## src/rtl/multicycle_controller.sv

```systemverilog
// Moore control FSM for a multicycle MIPS datapath with one shared instruction/data memory.
// Memory states stall on mem_ready and trap into a sticky ERROR state when the wait times out.
module multicycle_controller #(
  parameter int TIMEOUT = 16
) (
  input  logic       clk,
  input  logic       rst_n,
  input  logic [5:0] opcode,
  input  logic [5:0] funct,
  input  logic       zero,
  input  logic       mem_ready,
  output logic       pc_en,
  output logic       iord,
  output logic       mem_we,
  output logic       ir_we,
  output logic       reg_we,
  output logic       regdst,
  output logic       memtoreg,
  output logic       alusrca,
  output logic [1:0] alusrcb,
  output logic [1:0] pcsrc,
  output logic [2:0] alucontrol,
  output logic       instr_done,
  output logic       illegal_op,
  output logic       error
);

  localparam int CW = $clog2(TIMEOUT);

  localparam logic [5:0] OP_RTYPE = 6'b000000;
  localparam logic [5:0] OP_LW    = 6'b100011;
  localparam logic [5:0] OP_SW    = 6'b101011;
  localparam logic [5:0] OP_BEQ   = 6'b000100;
  localparam logic [5:0] OP_ADDI  = 6'b001000;
  localparam logic [5:0] OP_J     = 6'b000010;

  localparam logic [5:0] FN_ADD = 6'b100000;
  localparam logic [5:0] FN_SUB = 6'b100010;
  localparam logic [5:0] FN_AND = 6'b100100;
  localparam logic [5:0] FN_OR  = 6'b100101;
  localparam logic [5:0] FN_SLT = 6'b101010;

  localparam logic [2:0] ALU_ADD = 3'b010;
  localparam logic [2:0] ALU_SUB = 3'b110;
  localparam logic [2:0] ALU_AND = 3'b000;
  localparam logic [2:0] ALU_OR  = 3'b001;
  localparam logic [2:0] ALU_SLT = 3'b111;

  typedef enum logic [3:0] {
    FETCH,
    DECODE,
    MEMADR,
    MEMREAD,
    MEMWB,
    MEMWRITE,
    EXECUTE,
    ALUWB,
    BRANCH,
    ADDIEX,
    ADDIWB,
    JUMP,
    ERROR
  } state_t;

  state_t          state;
  state_t          next_state;
  logic [CW-1:0]   wait_cnt;
  logic            in_wait_state;
  logic            timeout_hit;
  logic [2:0]      funct_alu;
  logic            funct_ok;

  assign in_wait_state = (state == FETCH) || (state == MEMREAD) || (state == MEMWRITE);
  assign timeout_hit   = (wait_cnt == CW'(TIMEOUT - 1));

  // R-type funct decode, shared by next-state (legality) and outputs (ALU op)
  always_comb begin
    funct_alu = 3'b000;
    funct_ok  = 1'b1;
    case (funct)
      FN_ADD:  funct_alu = ALU_ADD;
      FN_SUB:  funct_alu = ALU_SUB;
      FN_AND:  funct_alu = ALU_AND;
      FN_OR:   funct_alu = ALU_OR;
      FN_SLT:  funct_alu = ALU_SLT;
      default: funct_ok  = 1'b0;
    endcase
  end

  // The wait counter restarts on every state change, so each wait state sees a fresh budget
  always_ff @(posedge clk) begin
    if (!rst_n) begin
      state    <= FETCH;
      wait_cnt <= '0;
    end else begin
      state <= next_state;
      if (next_state != state) begin
        wait_cnt <= '0;
      end else if (in_wait_state && !mem_ready) begin
        wait_cnt <= wait_cnt + CW'(1);
      end
    end
  end

  always_comb begin
    next_state = state;
    case (state)
      FETCH: begin
        if (mem_ready)        next_state = DECODE;
        else if (timeout_hit) next_state = ERROR;
      end
      DECODE: begin
        case (opcode)
          OP_LW, OP_SW: next_state = MEMADR;
          OP_RTYPE:     next_state = EXECUTE;
          OP_BEQ:       next_state = BRANCH;
          OP_ADDI:      next_state = ADDIEX;
          OP_J:         next_state = JUMP;
          default:      next_state = FETCH;
        endcase
      end
      MEMADR:   next_state = (opcode == OP_LW) ? MEMREAD : MEMWRITE;
      MEMREAD: begin
        if (mem_ready)        next_state = MEMWB;
        else if (timeout_hit) next_state = ERROR;
      end
      MEMWB:    next_state = FETCH;
      MEMWRITE: begin
        if (mem_ready)        next_state = FETCH;
        else if (timeout_hit) next_state = ERROR;
      end
      EXECUTE:  next_state = funct_ok ? ALUWB : FETCH;
      ALUWB:    next_state = FETCH;
      BRANCH:   next_state = FETCH;
      ADDIEX:   next_state = ADDIWB;
      ADDIWB:   next_state = FETCH;
      JUMP:     next_state = FETCH;
      ERROR:    next_state = ERROR;
      default:  next_state = FETCH;
    endcase
  end

  // Everything stays 0 while rst_n is low, so an aborted instruction never writes in the reset cycle
  always_comb begin
    pc_en      = 1'b0;
    iord       = 1'b0;
    mem_we     = 1'b0;
    ir_we      = 1'b0;
    reg_we     = 1'b0;
    regdst     = 1'b0;
    memtoreg   = 1'b0;
    alusrca    = 1'b0;
    alusrcb    = 2'b00;
    pcsrc      = 2'b00;
    alucontrol = 3'b000;
    instr_done = 1'b0;
    illegal_op = 1'b0;
    error      = 1'b0;
    if (rst_n) begin
      case (state)
        FETCH: begin
          alusrcb    = 2'b01;
          alucontrol = ALU_ADD;
          ir_we      = mem_ready;
          pc_en      = mem_ready;
        end
        DECODE: begin
          alusrcb    = 2'b11;
          alucontrol = ALU_ADD;
          illegal_op = !(opcode inside {OP_LW, OP_SW, OP_RTYPE, OP_BEQ, OP_ADDI, OP_J});
        end
        MEMADR, ADDIEX: begin
          alusrca    = 1'b1;
          alusrcb    = 2'b10;
          alucontrol = ALU_ADD;
        end
        MEMREAD: iord = 1'b1;
        MEMWB: begin
          reg_we     = 1'b1;
          memtoreg   = 1'b1;
          instr_done = 1'b1;
        end
        MEMWRITE: begin
          iord       = 1'b1;
          mem_we     = 1'b1;
          instr_done = mem_ready;
        end
        EXECUTE: begin
          alusrca    = 1'b1;
          alucontrol = funct_alu;
          illegal_op = !funct_ok;
        end
        ALUWB: begin
          reg_we     = 1'b1;
          regdst     = 1'b1;
          instr_done = 1'b1;
        end
        BRANCH: begin
          alusrca    = 1'b1;
          alucontrol = ALU_SUB;
          pcsrc      = 2'b01;
          pc_en      = zero;
          instr_done = 1'b1;
        end
        ADDIWB: begin
          reg_we     = 1'b1;
          instr_done = 1'b1;
        end
        JUMP: begin
          pcsrc      = 2'b10;
          pc_en      = 1'b1;
          instr_done = 1'b1;
        end
        ERROR:   error = 1'b1;
        default: error = 1'b0;
      endcase
    end
  end

endmodule

```

## config.mk

```make
export PLATFORM = sky130hd
export DESIGN_NAME = multicycle_controller
export DESIGN_NICKNAME = d
export VERILOG_FILES = /design/src/rtl/multicycle_controller.sv
export SDC_FILE = /design/constraint.sdc
export NUM_CORES = 1
export LEC_CHECK = 0
export BUFFER_PORTS_ARGS = -buffer_cell sky130_fd_sc_hd__buf_2
export CAP_MARGIN = 20
export CORE_MARGIN = 3
export CORE_UTILIZATION = 42
export CTS_CLUSTER_SIZE = 25
export DETAILED_ROUTE_END_ITERATION = 8
export GPL_ROUTABILITY_DRIVEN = 0
export HOLD_SLACK_MARGIN = 0.02
export PLACE_DENSITY = 0.68
export RECOVER_POWER = 25
export SYNTH_ARGS = -nofsm -noshare
export SYNTH_HDL_FRONTEND = slang
export SYNTH_SLANG_ARGS = --single-unit
```

## constraint.sdc

```tcl
create_clock -name clk -period 2.1 [get_ports clk]
set_input_delay 0.105 -clock clk [delete_from_list [all_inputs] [get_ports clk]]
set_output_delay 0.105 -clock clk [all_outputs]
set_load 0.02 [all_outputs]
```

# [After elaboration in Yosys (flattened, before gate mapping)]
# Cells that the tools add are included.
[totals] in_bits=16 rom_bits=0 elab_cells=84 register_bits=8 ram_bits=0 latch_bits=0 n_memories=0 output_inout_bits=18
[classes] shifts=0 n_div=0 eq_ne=24 magnitude_cmp=0 add_sub_neg=1 mux=38 bitwise_logic=1 reduce_logical=18 n_mul=0
[op_table] op="$eq 6x6->1 const B" n=7
[op_table] op="$pmux 4 s8" n=1
[op_table] op="$eq 4x4->1 const B" n=6
[op_table] op="$mux 1" n=20
[op_table] op="$pmux 4 s5" n=1
[op_table] op="$eq 4x3->1 const B" n=4
[op_table] op="$mux 4" n=4
[op_table] op="$pmux 3 s4" n=1
[op_table] op="$reduce_or 5->1" n=2
[op_table] op="$mux 3" n=3
[op_table] op="$pmux 3 s3" n=1
[op_table] op="$eq 4x2->1 const B" n=2
[op_table] op="$reduce_or 2->1" n=4
[op_table] op="$reduce_or 4->1" n=2
[op_table] op="$eq 6x2->1 const B" n=1
[op_table] op="$eq 6x3->1 const B" n=1
[op_table] op="$eq 6x4->1 const B" n=1
[op_table] op="$logic_not 6->1" n=1
[op_table] op="$pmux 2 s3" n=1
[op_table] op="$reduce_bool 6->1" n=1
[op_table] op="$add 4x1->4 const B" n=1
[op_table] op="$eq 4x1->1 const B" n=1
[op_table] op="$logic_not 4->1" n=1
[op_table] op="$mux 2" n=2
[op_table] op="9 further kinds" n=13

# [Logic depth before layout (Yosys ltp)]
[depth] depth_word=7 ltp_mapped=7 mapped_depth_nobuf=6

# [Worst setup path after synthesis]
# OpenSTA, ideal clock, no wires.
[synth_path] kind="reg2out" start="register state[2]" end="output instr_done" path_stages_with_launch=5 n_path_buf=2 t_arrival_ps=2116 path_slack_ps=-121 required_ps=1995 cell_sequence="dfxtp_1 buf_4 clkbuf_1 o21ai_0 a2111oi_0"
[synth_between] elab_chain_cells=4 word_cells_on_any_way=9 classes_between="6 x eq/ne; 2 x mux; 1 x reduce/logical"
[synth_rtl] element="start: declaration" line="65" rtl="state_t state;"
[synth_rtl] element="start signal: assignment" line="96" rtl="state <= next_state;"
[synth_rtl] element="$eq 4x4->1 / $eq 4x3->1 (equally long branches)" line="160" rtl="case (state)"
[synth_rtl] element="$reduce_or 5->1 (no source line)"
[synth_rtl] element="$pmux 1 s2 *" line="160"
[synth_rtl] element="$mux 1 *" line="159" rtl="if (rst_n) begin"
[synth_rtl] element="end: declaration" line="23" rtl="output logic instr_done,"
# Mark *: on every way between the ends. The rest lies on a longest branch, timed or not.

# [Worst setup path in the final report]
[layout_path] start="register state[1]" end="output instr_done"
# The elaborated chain is that of the path after synthesis.

==> flow_summary.rst <==
.. list-table::
   :header-rows: 1

   * - Metric
     - Value
   * - Post-layout min period
     - 1.949 ns
   * - Crit Path Class
     - flop to primary output
   * - Placed Instance Area
     - 0.001277 mm²
   * - Critical path data required time
     - 2.00 ns
   * - Detailed-route wire length
     - 3278 µm
   * - Post-synth EDFFs
     - 0
   * - Post-Syn Nets
     - 174
   * - Post-route core utilization
     - 55.86%
   * - Total power
     - 0.5113 mW
   * - CTS tree
     - built
   * - Iteration-0 DRC count of the detailed router
     - 71
   * - Root cell of the clock tree
     - sky130_fd_sc_hd__clkbuf_4
   * - Relative contribution of the clock network to total power
     - 23.4%
   * - Number of buffers between clock root and the deepest sink
     - 2
   * - Maximum resistive drop on vdd
     - 0.2192 mV
   * - Top achievable clock speed
     - 513.0 MHz
   * - Sequential group share of total power
     - 33.5%
   * - Total setup violations reported at the end of the flow
     - 0
   * - Synthesized area
     - 0.001076 mm²
   * - Sum of overflow across all layers after global routing
     - 0
   * - Critical path, cell by cell
     - buf_4 > nand2b_1 > nor2_1 > a2111oi_1 > buf_2
   * - Total CTS buffers
     - 3
   * - IO buf count
     - 33
   * - Post-CTS setup buffers
     - 0
   * - Maximum cell stage delay along the critical path
     - 0.45 ns
   * - Initial antenna violation count
     - 0
   * - Cell with the most instances after synthesis
     - sky130_fd_sc_hd__nor2_1
   * - Routed wirelength normalized by instance count
     - ~15 µm
   * - Register clock-pin slew on the reported worst setup and hold paths
     - 0.05 ns
   * - Hold Fails Final Rpt
     - 0
   * - Critical Path Start Type
     - flop
   * - First-pass GRT wire length
     - about 5500 µm
   * - Total vias in the final route
     - 1310
   * - Combined global-route utilization of all metal layers
     - 20.98%
   * - Die Wd
     - 56.62 µm
   * - Post-cts hold buffer count
     - 0
   * - Cell family with most CP delay
     - buffers and inverters
   * - Critical Path End Type
     - primary output
   * - Reported leakage power
     - 0.5194 nW
   * - Number of max-slew violations in the final report
     - 0
   * - Fraction of power spent switching nets
     - 39.63%
   * - WP data arrival
     - 1.84 ns
   * - Post-Route Skew
     - ~0.0018 ns
   * - Outcome
     - completed
   * - Starting utilization of the core area
     - 46.41%
   * - Share of layout cells above drive strength 1
     - 25.26%
   * - Number of nets in the final layout
     - 209
   * - Measured slew at the worst slew-check pin
     - 0.5997 ns
   * - Number of top-level design ports
     - 34
   * - TritonCTS sink count
     - 8
   * - Power density cells
     - 394.8 mW/mm²
   * - Worst rel slew slack
     - around 60%
   * - Remaining number of nets flagged by the antenna check after routing
     - 0
   * - Comb pwr share
     - a little over two fifths
   * - Share of the yosys chip area belonging to registers
     - 14.88%
   * - Die Ht
     - 56.62 µm
   * - Top-area cell type share of the netlist area
     - about 15%
   * - Setup TNS Final
     - 0 ns
   * - Area growth from synthesis to layout
     - 20.35%
   * - Detailed-route DRC error count
     - 0
   * - Cell with the biggest individual delay on the critical path
     - sky130_fd_sc_hd__dfxtp_2
   * - Half-perimeter wire length of the detailed placement result
     - 2541 µm
   * - Post-DR vias/cell
     - 6.009
   * - Most instantiated cells after synthesis
     - sky130_fd_sc_hd__nor2_1, sky130_fd_sc_hd__nand2_1, sky130_fd_sc_hd__a21oi_1
   * - H-tree level count
     - 1
   * - Post-synthesis average cell area
     - 6.854 µm²
   * - Number of antenna diodes
     - 0
   * - Flop and latch count out of synthesis
     - 8
   * - Via count of the first global-routing pass
     - roughly 1200
   * - Syn Inst Count
     - about 160
   * - Area of the core region
     - roughly 0.0023 mm²
   * - Unrepaired setup endpoints after global routing
     - false
   * - Internal power
     - 0.3087 mW
   * - Total number of yosys warnings
     - 0
   * - Unique masters post-synth
     - 52
   * - Cell Rows
     - 17
   * - Psw
     - 0.2026 mW
   * - Final standard cell area without fillers
     - 0.001295 mm²
   * - First-pass iteration count of the detailed router
     - 4
   * - Biggest area consumer among synthesized cells
     - sky130_fd_sc_hd__dfxtp_1
   * - Maximum fanout along the worst path
     - 12
   * - Post-route clock period utilization
     - 92.82%
   * - Total Die Area
     - 0.003205 mm²
   * - Pin count of the biggest net entering global routing
     - 18
   * - Max-cap violations
     - 0
   * - WP buf/inv
     - 2
   * - Clock latency on the worst-skew pair
     - 0.26 ns
   * - Post-synthesis async set-or-reset flop share
     - 0%
   * - Primary flip-flop cell chosen by synthesis mapping
     - sky130_fd_sc_hd__dfxtp_1
   * - Class of the worst hold path
     - input pin to flop
   * - Top post-synthesis cells by area
     - sky130_fd_sc_hd__dfxtp_1, sky130_fd_sc_hd__nor2_1, sky130_fd_sc_hd__a21oi_1, sky130_fd_sc_hd__nand2_1, sky130_fd_sc_hd__nor4_1
stage by stage:
step           instances  hold slack, ns  worst slack [ns]
2_1_floorplan        157          0.3243            0.1161
3_3_place_gp         215          0.5317            0.2693
3_5_place_dp         215          0.5324            0.1034
4_1_cts              218          0.2592           0.02013
5_1_grt              218          0.3032           0.03366
6_report             218          0.2640            0.1509
power groups by stage:
stage | combinational, mW | clock, mW | sequential, mW
after floorplan | 0.158 | 0 | 0.166
after global routing | 0.244 | 0.124 | 0.173
after global placement | 0.215 | 0 | 0.173
after CTS | 0.220 | 0.123 | 0.171
after detailed placement | 0.220 | 0 | 0.174
final | 0.221 | 0.119 | 0.171
layer usage:
metal | global-route usage [%] | routed length (µm)
met2 | 34.32 | 1552
met3 | 2.069 | 197
met5 | 0 | 0
met1 | 28.04 | 1478
met4 | 8.136 | 50
repair_timing:
item / in CTS / in global routing
hold endpoints to repair: 0 / 0
gates resized for setup: 0 / 1
endpoints found under the setup margin: 0 / 1
sequential cells by signal (all words and copies together) (netlist names):
name      cells
state         4
wait_cnt      4
placed cells by master (no fill, tap or decap), drive strengths merged, types with 2 or more instances in the layout:
| cell | n |
|---|---|
| a21oi | 11 |
| a311oi | 2 |
| a31o | 2 |
| a31oi | 5 |
| a32oi | 3 |
| and2 | 2 |
| buf | 38 |
| clkbuf | 4 |
| dfxtp | 8 |
| inv | 4 |
| mux2i | 3 |
| nand2 | 14 |
| nand2b | 5 |
| nand3 | 8 |
| nand4 | 4 |
| nor2 | 22 |
| nor2b | 3 |
| nor3 | 7 |
| nor3b | 2 |
| nor4 | 7 |
| o211ai | 3 |
| o21ai | 7 |
| o22ai | 2 |
| xor2 | 4 |
path summary, 6_finish.rpt:
check	endpoint	startpoint	depth (start not counted)	slack (ns)
worst max-delay path	instr_done	state[1]$_SDFF_PN0_	5	0.15
worst min register to register	wait_cnt[0]$_SDFFE_PP0P_	wait_cnt[0]$_SDFFE_PP0P_	2	0.60
worst min-delay path	state[0]$_SDFF_PN0_	opcode[5]	4	0.26
worst max register to register	wait_cnt[0]$_SDFFE_PP0P_	state[0]$_SDFF_PN0_	5	0.16
tightest hold or removal path, delay by kind of cell:
| family | cells | cell delay (ns) |
|---|---|---|
| simple gates | 2 | 0.16 |
| buf+inv | 1 | 0.12 |
| compound gates | 1 | 0.08 |
layout make-up:
type | instances | area (µm²)
Timing Repair Buffer | 39 | 209.0
Tap cell | 28 | 35.03
Fill cell | 239 | 1023
Inverter | 5 | 18.77
Clock buffer | 3 | 22.52
Sequential cell | 8 | 161.4
Multi-Input combinational cell | 135 | 848.3
logic make-up (layout without fill, tap and decap cells):
group | Yosys count | after routing | share of synthesized area, %
AOI/OAI and AO/OA | 44 | 44 | 30.47
adders and majority gates | 1 | 1 | 1.163
muxes | 3 | 3 | 2.791
DFF | 8 | 8 | 14.88
buffers and inverters | 14 | 47 | 5.928
xor gates and xnor gates | 5 | 5 | 4.070
and+or+nand+nor | 82 | 82 | 40.70
No activity file was read; power rests on OpenSTA's default activity.
